### src/rtl/point_packer_if.sv
// point_packer_if: byte stream from the quotient producer into point_packer.
//   in_valid  producer -> packer  byte valid
//   in_data   producer -> packer  quotient byte (8 bits)
//   in_last   producer -> packer  marks byte 10 of a point
//   in_ready  packer -> producer  byte accepted when in_valid & in_ready
interface point_packer_if;
    logic       in_valid;
    logic [7:0] in_data;
    logic       in_last;
    logic       in_ready;

    modport master (
        output in_valid,
        output in_data,
        output in_last,
        input  in_ready
    );

    modport slave (
        input  in_valid,
        input  in_data,
        input  in_last,
        output in_ready
    );
endinterface

### src/rtl/point_packer.sv
// point_packer: collects 11 quotient bytes per point from a valid/ready
// stream, presents them in parallel with a wrapping slot index, pulses
// load_en for one cycle and holds everything stable until the loader's
// done rises. Misplaced in_last and a loader that never finishes are
// reported through sticky flags; neither can lock up the capture path.
//
// Ports
//   clk            clock, rising edge
//   reset          synchronous, active-high
//   s_in           byte stream (point_packer_if.slave)
//   data_out0..10  packed quotient bytes, byte k of a point on data_outk
//   point_count    slot index of the point being loaded (wraps at MAX_POINTS)
//   load_en        one-cycle load pulse to the loader
//   load_done      loader done level; only its rising edge completes a load
//   framing_err    sticky, in_last seen on the wrong byte
//   timeout_err    sticky, loader did not complete within DONE_TIMEOUT cycles
module point_packer #(
    parameter int MAX_POINTS   = 1000,
    parameter int DONE_TIMEOUT = 4095
) (
    input  logic                clk,
    input  logic                reset,
    point_packer_if.slave       s_in,
    output logic [7:0]          data_out0,
    output logic [7:0]          data_out1,
    output logic [7:0]          data_out2,
    output logic [7:0]          data_out3,
    output logic [7:0]          data_out4,
    output logic [7:0]          data_out5,
    output logic [7:0]          data_out6,
    output logic [7:0]          data_out7,
    output logic [7:0]          data_out8,
    output logic [7:0]          data_out9,
    output logic [7:0]          data_out10,
    output logic [9:0]          point_count,
    output logic                load_en,
    input  logic                load_done,
    output logic                framing_err,
    output logic                timeout_err
);

    localparam int NUM_BYTES = 11;
    localparam logic [3:0]  LAST_IDX     = 4'(NUM_BYTES - 1);
    localparam logic [9:0]  LAST_POINT   = 10'(MAX_POINTS - 1);
    localparam logic [15:0] TIMEOUT_LAST = 16'(DONE_TIMEOUT - 1);

    typedef enum logic [1:0] {
        COLLECT   = 2'd0,
        ISSUE     = 2'd1,
        WAIT_DONE = 2'd2
    } state_t;

    state_t                       state_q,     state_d;
    logic [3:0]                   idx_q,       idx_d;
    logic [NUM_BYTES-1:0][7:0]    data_q,      data_d;
    logic [9:0]                   point_q,     point_d;
    logic                         load_en_q,   load_en_d;
    logic                         in_ready_q,  in_ready_d;
    logic                         framing_q,   framing_d;
    logic                         timeout_q,   timeout_d;
    logic                         done_prev_q, done_prev_d;
    logic [15:0]                  wait_cnt_q,  wait_cnt_d;

    logic accept;
    logic done_rise;

    // in_ready_q mirrors "state is COLLECT" so a byte is only taken there.
    assign accept    = s_in.in_valid & in_ready_q;
    assign done_rise = load_done & ~done_prev_q;

    always_comb begin
        state_d     = state_q;
        idx_d       = idx_q;
        data_d      = data_q;
        point_d     = point_q;
        framing_d   = framing_q;
        timeout_d   = timeout_q;
        wait_cnt_d  = wait_cnt_q;
        // Tracked in every state so a level already high on entry to
        // WAIT_DONE is never mistaken for a fresh completion.
        done_prev_d = load_done;

        case (state_q)
            COLLECT: begin
                if (accept) begin
                    for (int k = 0; k < NUM_BYTES; k++) begin
                        if (idx_q == 4'(k)) begin
                            data_d[k] = s_in.in_data;
                        end
                    end
                    if (s_in.in_last && (idx_q == LAST_IDX)) begin
                        state_d = ISSUE;
                        idx_d   = 4'd0;
                    end else if (s_in.in_last || (idx_q == LAST_IDX)) begin
                        // Misframed point: drop it and resync on the next byte.
                        idx_d     = 4'd0;
                        framing_d = 1'b1;
                    end else begin
                        idx_d = idx_q + 4'd1;
                    end
                end
            end

            ISSUE: begin
                state_d = WAIT_DONE;
                // Counts clock edges since ISSUE began; ISSUE's own edge is 1,
                // so the abort lands exactly DONE_TIMEOUT cycles after ISSUE.
                wait_cnt_d = 16'd1;
            end

            WAIT_DONE: begin
                if (done_rise) begin
                    state_d = COLLECT;
                    point_d = (point_q == LAST_POINT) ? 10'd0 : point_q + 10'd1;
                end else if (wait_cnt_q == TIMEOUT_LAST) begin
                    // Slot is reused: point_count is left alone on abort.
                    state_d   = COLLECT;
                    timeout_d = 1'b1;
                end else begin
                    wait_cnt_d = wait_cnt_q + 16'd1;
                end
            end

            default: begin
                state_d = COLLECT;
                idx_d   = 4'd0;
            end
        endcase

        // Registered outputs follow the next state.
        in_ready_d = (state_d == COLLECT);
        load_en_d  = (state_d == ISSUE);
    end

    always_ff @(posedge clk) begin
        if (reset) begin
            state_q     <= COLLECT;
            idx_q       <= 4'd0;
            data_q      <= '0;
            point_q     <= 10'd0;
            load_en_q   <= 1'b0;
            in_ready_q  <= 1'b0;
            framing_q   <= 1'b0;
            timeout_q   <= 1'b0;
            done_prev_q <= 1'b0;
            wait_cnt_q  <= 16'd0;
        end else begin
            state_q     <= state_d;
            idx_q       <= idx_d;
            data_q      <= data_d;
            point_q     <= point_d;
            load_en_q   <= load_en_d;
            in_ready_q  <= in_ready_d;
            framing_q   <= framing_d;
            timeout_q   <= timeout_d;
            done_prev_q <= done_prev_d;
            wait_cnt_q  <= wait_cnt_d;
        end
    end

    assign s_in.in_ready = in_ready_q;
    assign data_out0     = data_q[0];
    assign data_out1     = data_q[1];
    assign data_out2     = data_q[2];
    assign data_out3     = data_q[3];
    assign data_out4     = data_q[4];
    assign data_out5     = data_q[5];
    assign data_out6     = data_q[6];
    assign data_out7     = data_q[7];
    assign data_out8     = data_q[8];
    assign data_out9     = data_q[9];
    assign data_out10    = data_q[10];
    assign point_count   = point_q;
    assign load_en       = load_en_q;
    assign framing_err   = framing_q;
    assign timeout_err   = timeout_q;

endmodule
### src/flat_wrapper.sv
// flat-port wrapper written by rule: the top's interface ports become plain ports
module point_packer_flat 
#(
    parameter int MAX_POINTS   = 1000,
    parameter int DONE_TIMEOUT = 4095
)
  (clk, reset, data_out0, data_out1, data_out2, data_out3, data_out4, data_out5, data_out6, data_out7, data_out8, data_out9, data_out10, point_count, load_en, load_done, framing_err, timeout_err, s_in_in_valid, s_in_in_data, s_in_in_last, s_in_in_ready);
  point_packer_if s_in_i ();
  input  logic clk;
  input  logic reset;
  output logic [7:0] data_out0;
  output logic [7:0] data_out1;
  output logic [7:0] data_out2;
  output logic [7:0] data_out3;
  output logic [7:0] data_out4;
  output logic [7:0] data_out5;
  output logic [7:0] data_out6;
  output logic [7:0] data_out7;
  output logic [7:0] data_out8;
  output logic [7:0] data_out9;
  output logic [7:0] data_out10;
  output logic [9:0] point_count;
  output logic load_en;
  input  logic load_done;
  output logic framing_err;
  output logic timeout_err;
  input wire logic [$bits(s_in_i.in_valid)-1:0] s_in_in_valid;
  input wire logic [$bits(s_in_i.in_data)-1:0] s_in_in_data;
  input wire logic [$bits(s_in_i.in_last)-1:0] s_in_in_last;
  output wire logic [$bits(s_in_i.in_ready)-1:0] s_in_in_ready;
  assign s_in_i.in_valid = s_in_in_valid;
  assign s_in_i.in_data = s_in_in_data;
  assign s_in_i.in_last = s_in_in_last;
  assign s_in_in_ready = s_in_i.in_ready;
  point_packer #(.MAX_POINTS(MAX_POINTS), .DONE_TIMEOUT(DONE_TIMEOUT)) u_core (.clk(clk), .reset(reset), .s_in(s_in_i), .data_out0(data_out0), .data_out1(data_out1), .data_out2(data_out2), .data_out3(data_out3), .data_out4(data_out4), .data_out5(data_out5), .data_out6(data_out6), .data_out7(data_out7), .data_out8(data_out8), .data_out9(data_out9), .data_out10(data_out10), .point_count(point_count), .load_en(load_en), .load_done(load_done), .framing_err(framing_err), .timeout_err(timeout_err));
endmodule
### config.mk
export PLATFORM = sky130hd
export DESIGN_NAME = point_packer_flat
export DESIGN_NICKNAME = d
export VERILOG_FILES = /design/src/rtl/point_packer_if.sv /design/src/rtl/point_packer.sv /design/src/flat_wrapper.sv
export SDC_FILE = /design/constraint.sdc
export NUM_CORES = 1
export LEC_CHECK = 0
export BUFFER_PORTS_ARGS = -buffer_cell sky130_fd_sc_hd__buf_2
export CAP_MARGIN = 15
export CORE_ASPECT_RATIO = 1.75
export CORE_MARGIN = 2
export CORE_UTILIZATION = 30
export DETAILED_ROUTE_END_ITERATION = 16
export PLACE_DENSITY_LB_ADDON = 0.08
export SYNTH_ARGS = -nofsm -noshare
export SYNTH_HDL_FRONTEND = slang
export SYNTH_SLANG_ARGS = --single-unit
### constraint.sdc
create_clock -name clk -period 2 [get_ports clk]
set_clock_uncertainty 0.2 [all_clocks]
set_input_delay 0.6 -clock clk [delete_from_list [all_inputs] [get_ports clk]]
set_output_delay 0.6 -clock clk [all_outputs]
set_load 0.01 [all_outputs]
==> impl_metrics.ini <==
[detailed_routing]
first_iter_violations = 116
vias_per_cell = 4.75
drc = 0
first_pass_iters = 4
routed_wirelength_mm = 15.3
vias = 4438
ant_nets = 0
wl_per_cell_um = 16.4

[global_routing]
busiest_layer = met2
met1_usage_pct = 18.8
antenna_found_initial = 0
grt_pass1_wl_mm = 24.0
use_met3_pct = 3.71
grt_use_total_pct = 17.3
grt_util_met2_pct = 32.1
grt_max_degree = 53
grt-ovfl-total = 0
grt_pass1_vias = 4512

[cells_and_area]
drive_gt1_share_pct = 34.2
fin_nets = 718
diodes = 0
syn2layout_area_growth_pct = 39.9
fin_util_pct = 42.7

[logic_synthesis]
synth_top_area_share_pct = 48.6
synth-seq-cells = 125
yosys_warnings = 0
synth-seq-area-share_pct = 48.6
netlist_top_cells_area = dfxtp_1 49%, mux2i_1 18%, nor2_1 7.7%, ha_1 2.7%, nand3_1 1.8%
syn_avg_cell_area_sq_um = 9.79
yosys-top-cells-count = 125 x dfxtp_1, 105 x nor2_1, 92 x mux2i_1
ys_dominant_reg_cell = dfxtp_1
yosys.area.top_type = dfxtp_1
syn_area_sq_mm = 0.00515
async_reset_ff_share_pct = 0
synth_edf_count = 0
yosysUniqueCellTypes = 55
synth.most_common_cell = dfxtp_1
syn_nets = 550
netlist_instances = 526

[timing]
worst_slew_pin_slew_ns = 0.467
hold_viol_final = 0
rsz0062_at_grt = yes
timing.slew.headroom_pct = 68.9
max_freq_mhz = 503
layout_min_cycle_time_ns = 1.99
final-setup-viol-count = 0
slew_viol_final = 0
period_share_pct = 99.4

[cts]
insertion_delay_ns = 0.41
ctsLongestPathBuffers = 2
cts_tree = yes
path_clk_slew_ns = 0.06
numCtsBuffers = 17
cts.sinks = 125
root_buffer = clkbuf_16
cts-htree-levels = 4

[job]
cap_violations = 0

[floorplan]
core-area_sq_mm = 0.0169
rows = 63
io_pins = 115
dieArea_sq_mm = 0.0183
fp.dieW_um = 103
fp.dieH_um = 177
initial_core_util_pct = 30.5

[placed_design]
gp_congestion = 0.788
port_buffers = 114
dp_hpwl_mm = 11.0

[critical_path]
end_kind = flip-flop
start_kind = flip-flop
r2r_start = u_core.wait_cnt_q[0]
cp.arrival_ns = 2.08
rr_endpoint = u_core.wait_cnt_q[12]
crit_required_ns = 2.09
cp_max_fo = 4
r2r_slack_ns = 0.01
crit_type = flip-flop to flip-flop
ff2ff_path_depth = 7

[worst_hold_path]
hp-class = flip-flop to flip-flop
whs_path_depth = 1
min_to = u_core.wait_cnt_q[9]
min_from = u_core.wait_cnt_q[9]

[pwr]
leakage_nw = 3.41
power.total_mw = 5.92
ir_drop_uv = 499
powerDensity_mw_per_mm2 = 822

[run_status]
outcome = finished clean
## worst max path at each step
stage,start,endpoint,slack [ns],cells past startpoint
2_1_floorplan,u_core.wait_cnt_q[0],u_core.wait_cnt_q[11],0.03,7
3_3_place_gp,u_core.wait_cnt_q[13],u_core.load_en,-0.15,6
3_5_place_dp,s_in_in_valid,u_core.load_en,-0.14,6
4_1_cts,u_core.wait_cnt_q[0],u_core.wait_cnt_q[12],-0.004,7
5_1_grt,u_core.wait_cnt_q[0],u_core.wait_cnt_q[12],-0.04,7
6_report,u_core.wait_cnt_q[0],u_core.wait_cnt_q[12],0.01,7
## power breakdown
part / switching (mW) / leakage [nW] / internal [mW]
combinational: 0.137 / 2.09 / 0.0682
clock: 1.28 / 0.304 / 1.92
sequential: 0.00993 / 1.01 / 2.50
total: 1.42 / 3.41 / 4.50
## cell families (layout without fill, tap and decap cells)
family          after synthesis  in the layout  synth area share [%]
buf+inv                      42            223                  3.57
mux                          92             92                  17.9
fa+ha+maj                    11             11                  2.67
xor+xnor                      8              8                  1.36
flops                       125            125                  48.6
simple gates                200            200                  19.5
compound gates               48             48                  6.37
## cells in the final DEF, fill, tap and decap left out, types with 3 or more instances in the layout
cell,synthesis,layout
inv_8,0,4
nand2b_1,4,4
or3_1,5,5
clkbuf_16,0,18
clkinv_4,0,3
buf_4,0,56
o21ai_0,6,6
nand3_1,19,17
nor2_1,105,104
a31oi_1,4,4
o31ai_1,6,6
nor4_1,5,5
dfxtp_1,125,123
and3b_1,6,5
buf_12,0,9
xnor2_1,6,6
nand2_1,15,15
inv_1,11,10
inv_6,0,4
or4_1,6,4
nor2_2,2,3
nand4_1,5,5
nor2b_1,4,3
nand3b_1,3,3
a21oi_1,14,12
ha_1,11,8
or4_4,1,3
o41ai_1,3,3
buf_2,6,113
mux2i_1,92,92
## through the flow
| step | hold WS, ns | TNS [ns] | cell area (sq um) | cells | worst slack, ns |
|---|---|---|---|---|---|
| after floorplan | 0.239 | 0 | 5170 | 526 | 0.0320 |
| after global placement | 0.266 | -0.590 | 6450 | 898 | -0.149 |
| after detailed placement | 0.261 | -1.71 | 6450 | 898 | -0.138 |
| after CTS | 0.270 | -0.00416 | 7090 | 931 | -0.00416 |
| after global routing | 0.291 | -0.0446 | 7200 | 934 | -0.0438 |
| final | 0.270 | 0 | 7200 | 934 | 0.0129 |
## critical path, cell delays in order, from the launching register on
cell      delay (ns)
dfxtp_2         0.33
inv_2           0.04
ha_4            0.15
nand4b_1        0.10
and4bb_4        0.28
buf_6           0.12
or4_4           0.52
mux2i_1         0.13
## layout make-up
type	instances	area, sq um
clock buffer	18	439
clock inverter	14	171
fill	1728	9670
inverter	11	41.3
multi-input combinational	359	2560
sequential	125	2500
tap	227	284
timing repair buffer	180	1200
## metal layers
layer / vias up / share of wire, %
met3: 18 / 3.6
met2: 89 / 56
met5: - / 0
li1: 2172 / -
met1: 2159 / 39
met4: 0 / 1.9
## sequential cells by signal, indices dropped and copies added (netlist names)
register / cells
u_core.data_out9: 8
u_core.idx_q: 4
u_core.timeout_err: 1
u_core.data_out1: 8
u_core.data_out8: 8
u_core.data_out3: 8
u_core.data_out2: 8
u_core.data_out0: 8
u_core.data_out7: 8
u_core.wait_cnt_q: 16
u_core.data_out10: 8
u_core.load_en: 1
u_core.point_count: 10
u_core.data_out5: 8
u_core.done_prev_q: 1
u_core.framing_err: 1
u_core.s_in.in_ready: 1
u_core.data_out6: 8
u_core.data_out4: 8
u_core.state_q: 2
## repair_timing
action | CTS | global route
setup endpoints to repair | 8 | 64
endpoints found under the hold margin | 0 | 0
pin swaps | 4 | 12
hold buffers | 0 | 0
gates cloned | 0 | 1
buffers inserted | 2 | 2
resized for setup | 5 | 19
No activity file was read; power rests on OpenSTA's default activity.
